==> src/rtl/morse_timing_classifier.sv <==
// ---------------------------------------------------------------------------
// morse_timing_classifier
//
// Classifies the debounced Morse key level into single-cycle symbol and gap
// pulses. Mark (pressed) and space (released) durations are measured in time
// units produced by an internal prescaler. A unit is TIMER_FINAL_VALUE+1 clk
// cycles long.
//
// Ports:
//   clk    in   system clock
//   reset  in   asynchronous, active-high reset
//   b      in   debounced key level (1 = pressed), synchronous to clk
//   dot    out  one-cycle pulse: a mark shorter than DASH_UNITS units ended
//   dash   out  one-cycle pulse: a mark of at least DASH_UNITS units ended
//   lg     out  one-cycle pulse: letter gap reached (LG_UNITS of space)
//   wg     out  one-cycle pulse: word gap reached (WG_UNITS of space)
//   mark   out  high while the classifier is in the MARK state
//   units  out  current saturating unit count (debug)
//
// Handshake: there is none. Every pulse output is registered and high for
// exactly one cycle after the clk edge that triggered it; the consumer must
// sample it on that cycle. dot, dash, lg and wg are never high together.
// ---------------------------------------------------------------------------
module morse_timing_classifier #(
    parameter int TIMER_FINAL_VALUE = 9_999_999,
    parameter int DASH_UNITS        = 2,
    parameter int LG_UNITS          = 3,
    parameter int WG_UNITS          = 7
) (
    input  logic       clk,
    input  logic       reset,
    input  logic       b,
    output logic       dot,
    output logic       dash,
    output logic       lg,
    output logic       wg,
    output logic       mark,
    output logic [3:0] units
);

    // Prescaler width; at least one bit even for a one-cycle unit.
    localparam int PW = (TIMER_FINAL_VALUE > 0) ? $clog2(TIMER_FINAL_VALUE + 1) : 1;

    typedef enum logic [1:0] {
        IDLE      = 2'd0,  // released, no pending symbol
        MARK      = 2'd1,  // pressed
        SPACE_SYM = 2'd2,  // released, symbols pending, lg not yet issued
        SPACE_LTR = 2'd3   // released, lg issued, wg not yet issued
    } state_t;

    state_t          state_q;
    state_t          state_d;
    logic            b_q;
    logic [PW-1:0]   presc_q;
    logic [3:0]      units_q;

    logic            det;
    logic            rise;
    logic            fall;
    logic            tick;
    logic [4:0]      units_inc;

    logic            dot_d;
    logic            dash_d;
    logic            lg_d;
    logic            wg_d;
    logic            mark_d;

    // Any change of the key level restarts both the prescaler and the unit
    // count, so each mark or space is timed from its own detect edge.
    assign det  = b ^ b_q;
    assign rise = det & b;
    assign fall = det & ~b;
    assign tick = (presc_q == PW'(TIMER_FINAL_VALUE));

    // One wider than units_q so the saturated value 15 cannot wrap to 0 when
    // compared against the gap thresholds.
    assign units_inc = {1'b0, units_q} + 5'd1;

    // -----------------------------------------------------------------------
    // Edge detect, prescaler and unit counter
    // -----------------------------------------------------------------------
    always_ff @(posedge clk or posedge reset) begin
        if (reset) begin
            b_q     <= 1'b0;
            presc_q <= '0;
            units_q <= 4'd0;
        end else begin
            b_q <= b;

            if (det || tick) begin
                presc_q <= '0;
            end else begin
                presc_q <= presc_q + PW'(1);
            end

            // A tick landing on a detect edge is dropped: the clear wins.
            if (det) begin
                units_q <= 4'd0;
            end else if (tick && (units_q != 4'd15)) begin
                units_q <= units_q + 4'd1;
            end
        end
    end

    // -----------------------------------------------------------------------
    // Classifier FSM: state register and registered pulse outputs
    // -----------------------------------------------------------------------
    always_ff @(posedge clk or posedge reset) begin
        if (reset) begin
            state_q <= IDLE;
            dot     <= 1'b0;
            dash    <= 1'b0;
            lg      <= 1'b0;
            wg      <= 1'b0;
            mark    <= 1'b0;
        end else begin
            state_q <= state_d;
            dot     <= dot_d;
            dash    <= dash_d;
            lg      <= lg_d;
            wg      <= wg_d;
            mark    <= mark_d;
        end
    end

    // Next state and pulse decode. The dot/dash decision uses units_q as it
    // stands before the falling detect clears it. The gap thresholds test the
    // count the tick is about to produce, so the pulse lines up with the edge
    // on which the LG_UNITS-th / WG_UNITS-th unit completes.
    always_comb begin
        state_d = state_q;
        dot_d   = 1'b0;
        dash_d  = 1'b0;
        lg_d    = 1'b0;
        wg_d    = 1'b0;

        case (state_q)
            IDLE: begin
                if (rise) begin
                    state_d = MARK;
                end
            end

            MARK: begin
                if (fall) begin
                    state_d = SPACE_SYM;
                    if (int'(units_q) < DASH_UNITS) begin
                        dot_d = 1'b1;
                    end else begin
                        dash_d = 1'b1;
                    end
                end
            end

            SPACE_SYM: begin
                // A new press cancels the pending gap before any tick counts.
                if (rise) begin
                    state_d = MARK;
                end else if (tick && (int'(units_inc) == LG_UNITS)) begin
                    state_d = SPACE_LTR;
                    lg_d    = 1'b1;
                end
            end

            SPACE_LTR: begin
                if (rise) begin
                    state_d = MARK;
                end else if (tick && (int'(units_inc) == WG_UNITS)) begin
                    state_d = IDLE;
                    wg_d    = 1'b1;
                end
            end

            default: begin
                state_d = IDLE;
            end
        endcase

        mark_d = (state_d == MARK);
    end

    assign units = units_q;

endmodule

==> config.mk <==
export PLATFORM = sky130hd
export DESIGN_NAME = morse_timing_classifier
export DESIGN_NICKNAME = d
export VERILOG_FILES = /design/src/rtl/morse_timing_classifier.sv
export SDC_FILE = /design/constraint.sdc
export NUM_CORES = 1
export LEC_CHECK = 0
export ABC_AREA = 1
export BUFFER_PORTS_ARGS = -buffer_cell sky130_fd_sc_hd__buf_2
export CORE_MARGIN = 2
export CORE_UTILIZATION = 60
export DETAILED_ROUTE_END_ITERATION = 6
export HOLD_SLACK_MARGIN = 0.15
export PLACE_DENSITY_LB_ADDON = 0.12
export SETUP_SLACK_MARGIN = 0.05
export SYNTH_ARGS = -nofsm -noshare
export SYNTH_HDL_FRONTEND = slang
export SYNTH_SLANG_ARGS = --single-unit
==> constraint.sdc <==
create_clock -name clk -period 2.3 [get_ports clk]
set_input_delay 0.46 -clock clk [delete_from_list [all_inputs] [get_ports clk]]
set_output_delay 0.46 -clock clk [all_outputs]
set_load 0.02 [all_outputs]
==> reports/summary.txt, run 1 <==
GRT Residual Overflow - 0
NumNets Final - 272
Initial antenna violation count - 0
Root Driver - clkbuf_4
Yosys cell types - 34
Worst Skew - 0.0101 ns
Total power - 1.32 mW
CTS Buf Count - 5
Hpwl dp - 2.82 mm
Resized Gates After CTS - 0
Cts hold-fix bufs - 0
Final worst-path cycle share - 0.737
Via Count - 1605
Outcome - complete, no violations
GRT Overall Usage - 0.234
Pin count of the biggest net entering global routing - 37
Max_slew headroom - 0.700
Final Wtd Congestion - 0.816
Fraction of registers with async set/reset - 1.00
Port Buf Inserts - 11
Most numerous cell in the Yosys netlist - nand2_1
Mapped Area - 2020 µm²
Clock share of power - 0.343
DRT Pass-1 Iters - 4
Synth top area cells - dfrtp_1 45%, nand2_1 8.2%, nor2_1 7.6%, inv_1 5.4%, ha_1 3.1%
CP startpoint - presc_q[0]
Setup Viol. Count Final - 0
Postcts setup bufs - 0
CP Data Required Time - 2.56 ns
Worst setup EP type - register
H-tree levels - 2
Drt wl/cell - 12.2 µm
Reg-to-reg slack, setup - 0.61 ns
Combinational cell fraction of total power - 0.134
Synth area leader - dfrtp_1
Register share of total power - 0.523
Skew-Pair Late Insertion Delay - 0.35 ns
Yosys reg bits - 36
Area growth, synth to finish - 9.89%
Largest stage delay, worst path - 0.40 ns
DRC - 0
Placed cell areas - 2140 µm²
Register area share after synthesis - 0.445
Detail Route Antenna Nets - 0
Critical setup path kind - register to register
Fillers - 283
DRT iter0 DRCs - 68
RR Startpoint - presc_q[0]
Worst-path clk slew - 0.12 ns
Antenna Diode Count - 0
Post-Layout Cell Count - 311
NetSw - 0.365 mW
Reg-to-reg endpoint - presc_q[16]
CP cell instances - ha_1 -> nand2_1 -> nor2_2 -> nand2_1 -> nor2_1 -> nand3_1 -> nor2_1 -> a21oi_1 -> o21a_1
Path depth of the worst reg2reg path - 9
LEAKAGE - 1.04 nW
CTS tree - built
Die area - 3850 µm²
Row count - 21
Deepest clock path buffer count - 2
WL final - 3.78 mm
Crit start category - register
Core ar. - 3280 µm²
Die Y - 62.1 µm
Max capacitance violation total - 0
Post-synth EDFFs - 0
Arrival time at the worst endpoint - 1.95 ns
Design area - 2220 µm²
Syn avg cell area - 8.26 µm²
Initial Util - 0.616
Post-Syn Nets - 253
Net Sw Frac - 0.278
Maximum vdd drop - 0.449 mV
Critical Path End - presc_q[16]
Vias in the first global route - 1535
Max Clock Freq - 590 MHz
Placed insts - 303
TritonCTS Sinks - 36
Slew Limit Fails - 0
RSZ-0062 raised after global routing - no
Tmin final - 1.69 ns
Pint - 0.951 mW
Worst-path fanout max - 5
Worst Max-Slew Pin Slew - 0.450 ns
Via/cell ratio - 5.16
Final setup TNS - 0 ns
Global-route wire length before repair - 6.48 mm
Synthesis Warnings - 0
Critical path's slowest cell - dfrtp_1
Pwr dens - 592 nW/µm²
# IOs - 12
Hold slack final - 0.185 ns
Post-synth top area share - 0.445
Prevailing post-synth register cell - dfrtp_1
Post-Synthesis Cells - 245
Die width - 62.1 µm
Most frequent cells after synthesis - 44 x nand2_1, 41 x nor2_1, 36 x dfrtp_1
Worst hold-check path type - primary input to async pin
Share of layout cells above drive strength 1 - 0.185
Endpoints failing hold - 0
==> stage by stage <==
step / setup WS (ns) / util
finish: 0.606 / 0.677
global route: 0.398 / 0.677
CTS: 0.608 / 0.677
detailed placement: 0.618 / 0.653
global placement: 0.670 / 0.653
floorplan: 0.780 / -
==> layout by cell type (no fill, tap or decap), types with 2 or more instances in the layout <==
master,n
nand3_2,2
a21oi_1,8
xnor2_1,6
nor3b_1,2
xor2_1,4
nand2_1,44
dfrtp_1,36
buf_4,3
nor2_2,3
nor3b_2,2
o21bai_1,2
clkbuf_4,5
buf_2,11
nor2_4,3
nand3_1,11
nor2_1,41
nand4_1,10
o21ai_0,5
nand2_2,3
ha_1,5
nor3_1,9
inv_2,5
inv_1,29
==> flip-flops by register name (all words and copies together), names as in the netlist <==
name and count:
dash 1, state_q 2, units 4, presc_q 24, mark 1, lg 1
wg 1, dot 1, b_q 1
==> per-layer routing <==
metal,up-vias,share of wire,global-route usage
met5,-,0,0
met4,0,0.018,0.100
met3,7,0.036,0.0518
met2,21,0.49,0.412
met1,753,0.45,0.272
li1,824,-,-
==> kinds of logic after synthesis <==
family / Yosys count / synth area share
adder cells (fa/ha/maj): 5 / 0.0309
buffers and inverters: 36 / 0.0705
AND/OR/NAND/NOR: 138 / 0.353
AO/OA/AOI/OAI: 20 / 0.0575
flip-flops: 36 / 0.445
XOR/XNOR: 10 / 0.0433
==> area by class of cell <==
| cell class | count | area [µm²] | share of cell area |
|---|---|---|---|
| multi-input cells | 173 | 980 | 0.441 |
| clock inverters | 3 | 42.5 | 0.0191 |
| inverters | 34 | 128 | 0.0574 |
| well taps | 46 | 57.6 | 0.0259 |
| clock buffers | 5 | 37.5 | 0.0169 |
| flip-flops and latches | 36 | 901 | 0.405 |
| repair buffers | 14 | 77.6 | 0.0349 |
==> critical path: cells and delay by family (launching register included) <==
kind,cells,cell delay (ns)
AND/OR/NAND/NOR,6,0.77
adder cells (fa/ha/maj),1,0.25
AO/OA/AOI/OAI,2,0.18
flip-flops,1,0.40
==> worst min-delay path by stage <==
stage                     from          to  slack [ns]  depth (start not counted)
floorplan           presc_q[0]  presc_q[0]        0.43                          1
global placement    presc_q[0]  presc_q[0]        0.44                          1
detailed placement  presc_q[0]  presc_q[0]        0.48                          1
CTS                      reset        dash        0.20                          3
global route                 b         b_q        0.24                          1
finish                   reset        dash        0.19                          3
==> power by group through the flow <==
| stage | Clock [mW] | Combinational (mW) | Sequential (mW) |
|---|---|---|---|
| 3_3_place_gp | 0 | 0.176 | 0.699 |
| 6_report | 0.452 | 0.176 | 0.689 |
| 3_5_place_dp | 0 | 0.180 | 0.701 |
| 2_1_floorplan | 0 | 0.121 | 0.713 |
| 4_1_cts | 0.462 | 0.181 | 0.688 |
| 5_1_grt | 0.480 | 0.208 | 0.693 |
Note: power is estimated with default switching activity, not from simulation.
==> run 2, diff against run 1 <==
--- a/config.mk
+++ b/config.mk
@@ -8,7 +8,7 @@
 export ABC_AREA = 1
 export BUFFER_PORTS_ARGS = -buffer_cell sky130_fd_sc_hd__buf_2
 export CORE_MARGIN = 2
-export CORE_UTILIZATION = 60
+export CORE_UTILIZATION = 54
 export DETAILED_ROUTE_END_ITERATION = 6
 export HOLD_SLACK_MARGIN = 0.15
 export PLACE_DENSITY_LB_ADDON = 0.12
==> constraint.sdc (replaced) <==
create_clock -name clk -period 1.4 [get_ports clk]
set_input_delay 0.28 -clock clk [delete_from_list [all_inputs] [get_ports clk]]
set_output_delay 0.28 -clock clk [all_outputs]
set_load 0.02 [all_outputs]
==> run 2 against run 1 <==
Effect of this change: the flow now finishes with violations (negative setup slack); worst setup slack got worse by 0.86 ns; design area increased by 35%; clock power up 65%; non-clock buffer count increased by 65; die area is 10% higher; final cell count increased by 22%; global-route usage is 3.2 points higher; critical path depth is 2 lower; first-iteration DRC count grew 130%; core utilization is 15 points higher; via count grew 21%; total power grew 76%; critical endpoint is now presc_q[18].
==> reports/summary.txt, run 2 (synthesized netlist as in run 1, its figures left out) <==
Row count - 22
Hold Path Sink - state_q[0]
Deepest clock path buffer count - 2
Via Count - 1942
Die width - 65.2 µm
Endpoints failing hold - 0
Area growth, synth to finish - 48.9%
DRC - 0
Die Y - 65.2 µm
Pin count of the biggest net entering global routing - 29
Detail Route Antenna Nets - 0
GRT Residual Overflow - 0
Worst hold-check path type - primary input to register
Share of layout cells above drive strength 1 - 0.479
Worst-path clk slew - 0.08 ns
Hold path start - b
Antenna Diode Count - 0
Initial antenna violation count - 0
Setup Viol. Count Final - 31
Final worst-path cycle share - 1.18
CTS tree - built
Slew Limit Fails - 0
Arrival time at the worst endpoint - 1.84 ns
Multi-input logic area - 1210 µm²
Placed cell areas - 2580 µm²
Worst setup EP type - register
GRT Overall Usage - 0.266
Reg-to-reg endpoint - presc_q[18]
Hold path cells - 4
Biggest register - presc_q
Final Wtd Congestion - 0.987
Via/cell ratio - 5.14
Critical setup path kind - register to register
NumNets Final - 337
Fillers - 232
RSZ-0062 raised after global routing - yes
Drt wl/cell - 14.2 µm
LEAKAGE - 1.47 nW
Maximum vdd drop - 0.745 mV
Vias in the first global route - 1842
Global-route wire length before repair - 8.60 mm
Max_slew headroom - 0.741
Hold slack final - 0.474 ns
Setup ws final - -0.251 ns
Commonest non-fill, non-tap cells in the layout - 55 x buf_4, 35 x nand2_1, 32 x dfrtp_1
RR Startpoint - presc_q[11]
TritonCTS Sinks - 36
Tmin final - 1.65 ns
Total power - 2.32 mW
Initial Util - 0.557
# IOs - 12
Worst Max-Slew Pin Slew - 0.388 ns
Crit start category - register
Worst-path fanout max - 3
Port Buf Inserts - 11
Final setup TNS - -4.03 ns
Commonest non-fill, non-tap cell in the layout - buf_4
Max Clock Freq - 606 MHz
Hpwl dp - 3.43 mm
H-tree levels - 2
Failing checks - negative setup slack
WL final - 5.35 mm
Path depth of the worst reg2reg path - 7
Reg-to-reg slack, setup - -0.25 ns
Number of flip-flops in the largest register - 24
Pwr dens - 769 nW/µm²
CTS Buf Count - 5
Sequential Area - 906 µm²
Skew-Pair Late Insertion Delay - 0.29 ns
Outcome - finished, violations left
Pre-CTS setup slack - -0.174 ns
CP Data Required Time - 1.59 ns
Root Driver - clkbuf_8
DRT iter0 DRCs - 153
Core ar. - 3630 µm²
Die area - 4250 µm²
Max capacitance violation total - 0
Design area - 3010 µm²
Worst Skew - 0.00763 ns
DRT Pass-1 Iters - 4
==> run 2: timing repair <==
item,in CTS,in global routing
pin swaps,14,22
cloned,0,0
endpoints found under the hold margin,9,0
hold buffers,2,0
endpoints found under the setup margin,31,32
setup buffers,8,7
gates resized for setup,23,35
==> run 2: layout make-up <==
| cell class | instances | area share |
|---|---|---|
| multi-input cells | 173 | 0.402 |
| flip-flops and latches | 36 | 0.301 |
| repair buffers | 79 | 0.206 |
| inverters | 34 | 0.0424 |
| clock buffers | 5 | 0.0229 |
| well taps | 48 | 0.0199 |
| clock inverters | 3 | 0.00623 |
==> run 2: through the flow <==
stage | instances | utilization
final | 378 | 0.829
after global routing | 378 | 0.829
after CTS | 371 | 0.781
after detailed placement | 353 | 0.709
after global placement | 353 | 0.709
after floorplan | 245 | -
==> run 2: report_power, final <==
part | leakage (nW) | switching, mW | internal, mW
Clock | 0.0479 | 0.401 | 0.347
Sequential | 0.485 | 0.0376 | 1.10
Combinational | 0.938 | 0.261 | 0.169
Total | 1.47 | 0.700 | 1.62
==> run 2: critical path: stages (launching register included) <==
cell     delay [ns]
dfrtp_1        0.41
buf_6          0.13
buf_4          0.12
nand2_2        0.09
nor4_1         0.33
nand4_1        0.20
xor2_1         0.22
nor2_2         0.05
==> run 2: how the worst max path moves through the flow <==
stage	start	end	slack, ns	cells after the start
5_1_grt	presc_q[17]	presc_q[18]	-0.31	7
3_5_place_dp	presc_q[0]	presc_q[16]	-0.17	9
4_1_cts	presc_q[17]	presc_q[18]	-0.13	7
6_report	presc_q[11]	presc_q[18]	-0.25	7
3_3_place_gp	presc_q[0]	presc_q[16]	-0.17	9
2_1_floorplan	presc_q[0]	presc_q[16]	-0.07	9
==> run 2: layer usage <==
| layer | vias to the layer above | part of all wire | global-route usage |
|---|---|---|---|
| li1 | 954 | - | - |
| met1 | 930 | 0.43 | 0.321 |
| met2 | 47 | 0.51 | 0.471 |
| met3 | 11 | 0.039 | 0.0582 |
| met4 | 0 | 0.023 | 0.0833 |
| met5 | - | 0 | 0 |
==> run 3, diff against run 2 <==
--- a/config.mk
+++ b/config.mk
@@ -13,6 +13,7 @@
 export HOLD_SLACK_MARGIN = 0.15
 export PLACE_DENSITY_LB_ADDON = 0.12
 export SETUP_SLACK_MARGIN = 0.05
+export SLEW_MARGIN = 25
 export SYNTH_ARGS = -nofsm -noshare
 export SYNTH_HDL_FRONTEND = slang
 export SYNTH_SLANG_ARGS = --single-unit
==> constraint.sdc (replaced) <==
create_clock -name clk -period 1.4 [get_ports clk]
set_input_delay 0.07 -clock clk [delete_from_list [all_inputs] [get_ports clk]]
set_output_delay 0.07 -clock clk [all_outputs]
set_load 0.02 [all_outputs]
==> run 3 against run 2 <==
Effect of this change: the flow still finishes with violations (negative setup slack); sequential power hardly changed; clock power increased by 20%; combinational power decreased by 1%; wire length fell by 5.4%; clock skew is 0.0017 ns higher; sequential cell count unchanged; die area stayed put; critical path depth unchanged; worst setup slack better by 0.028 ns.
==> reports/summary.txt, run 3 (synthesized netlist as in run 1, its figures left out) <==
Drt wl/cell - 13.6 µm
CP startpoint - presc_q[23]
CTS tree - built
NumNets Final - 331
Max Clock Freq - 616 MHz
Tmin final - 1.62 ns
Reg-to-reg endpoint - presc_q[8]
CP Data Required Time - 1.57 ns
Worst-path clk slew - 0.08 ns
Endpoints failing hold - 0
Maximum vdd drop - 0.630 mV
Critical path's slowest cell - dfrtp_1
Design area - 2930 µm²
Die width - 65.2 µm
Antenna Diode Count - 0
Max capacitance violation total - 0
GRT Residual Overflow - 0
Crit start category - register
Vias in the first global route - 1781
Row count - 22
LEAKAGE - 1.40 nW
Pin count of the biggest net entering global routing - 37
RSZ-0062 raised after global routing - yes
Path depth of the worst reg2reg path - 7
DRC - 0
Port Buf Inserts - 11
Initial Util - 0.557
Worst Skew - 0.00937 ns
TritonCTS Sinks - 36
H-tree levels - 2
Setup ws final - -0.223 ns
Critical Path End - presc_q[8]
GRT Overall Usage - 0.240
Arrival time at the worst endpoint - 1.80 ns
Detail Route Antenna Nets - 0
WL final - 5.07 mm
Area growth, synth to finish - 45.0%
Initial antenna violation count - 0
CP cell instances - nand2_1 -> nor2_1 -> nand3_4 -> buf_12 -> o21ai_4 -> buf_6 -> nor3_1
Placed cell areas - 2560 µm²
Hold slack final - 0.254 ns
Worst hold-check path type - primary input to register
Fillers - 259
Number of flip-flops in the largest register - 24
Via Count - 1931
Global-route wire length before repair - 7.78 mm
Deepest clock path buffer count - 2
# IOs - 12
Hpwl dp - 3.45 mm
Share of layout cells above drive strength 1 - 0.441
RR Startpoint - presc_q[23]
Die Y - 65.2 µm
Worst Max-Slew Pin Slew - 0.443 ns
Failing checks - negative setup slack
Biggest register - presc_q
Final worst-path cycle share - 1.16
DRT iter0 DRCs - 168
Sequential Area - 905 µm²
Root Driver - clkbuf_8
Max_slew headroom - 0.705
Skew-Pair Late Insertion Delay - 0.29 ns
Core ar. - 3630 µm²
Commonest non-fill, non-tap cell in the layout - buf_4
Worst setup EP type - register
Final Wtd Congestion - 0.847
Multi-input logic area - 1190 µm²
Largest stage delay, worst path - 0.41 ns
Pwr dens - 838 nW/µm²
Die area - 4250 µm²
Via/cell ratio - 5.19
Slew Limit Fails - 0
Critical setup path kind - register to register
Outcome - finished, violations left
Worst-path fanout max - 6
Setup Viol. Count Final - 32
CTS Buf Count - 5
DRT Pass-1 Iters - 4
Commonest non-fill, non-tap cells in the layout - 54 x buf_4, 40 x nand2_1, 33 x dfrtp_1
Reg-to-reg slack, setup - -0.22 ns
## run 3: worst min path at each step
stage,slack [ns],from,cells past startpoint,to
after floorplan,0.10,b,0,b_q
after global placement,0.20,reset,3,presc_q[2]
after detailed placement,0.20,reset,3,presc_q[2]
after CTS,0.26,b,4,state_q[0]
after global routing,0.28,b,4,state_q[0]
final,0.25,b,4,state_q[0]
## run 3: critical path, delay by kind of cell, from the launching register on
| kind | cells | cell delay (ns) |
|---|---|---|
| AOI/OAI and AO/OA | 1 | 0.23 |
| buffers and inverters | 2 | 0.34 |
| DFF | 1 | 0.41 |
| and+or+nand+nor | 4 | 0.54 |
## run 3: report_power, final
part	internal, mW	total, mW	leakage (nW)	switching (mW)
clock network	0.529	0.898	0.0552	0.370
logic	0.148	0.424	0.862	0.276
registers	1.10	1.14	0.487	0.0353
total	1.78	2.46	1.40	0.681
## run 3: through the flow
| step | setup slack (ns) | utilization | instances | power, mW | setup TNS (ns) |
|---|---|---|---|---|---|
| after CTS | -0.160 | 0.756 | 367 | 2.40 | -3.63 |
| after global placement | -0.155 | 0.704 | 352 | 1.49 | -2.12 |
| after floorplan | -0.0665 | - | 245 | 1.39 | -0.0665 |
| final | -0.223 | 0.807 | 372 | 2.46 | -5.48 |
| after detailed placement | -0.187 | 0.704 | 352 | 1.49 | -3.55 |
| after global routing | -0.328 | 0.807 | 372 | 2.56 | -7.28 |
## run 3: area by class of cell
| class | count | share of cell area |
|---|---|---|
| Multi-Input combinational cell | 174 | 0.405 |
| Clock inverter | 2 | 0.0119 |
| Sequential cell | 36 | 0.308 |
| Inverter | 34 | 0.0435 |
| Tap cell | 48 | 0.0205 |
| Timing Repair Buffer | 72 | 0.186 |
| Clock buffer | 6 | 0.0247 |
## run 3: what timing repair did
action | in CTS | in global routing
pin swaps | 4 | 19
endpoints found under the hold margin | 37 | 0
gates resized for setup | 8 | 37
setup endpoints to repair | 31 | 32
gates cloned | 0 | 1
setup buffers | 5 | 4
hold buffers | 2 | 0
## run 3: metal layers
layer | global-route usage | wire (µm) | vias to the layer above
li1 | - | - | 948
met1 | 0.293 | 2150 | 930
met2 | 0.422 | 2630 | 44
met3 | 0.0445 | 202 | 9
met4 | 0.0859 | 76 | 0
met5 | 0 | 0 | -
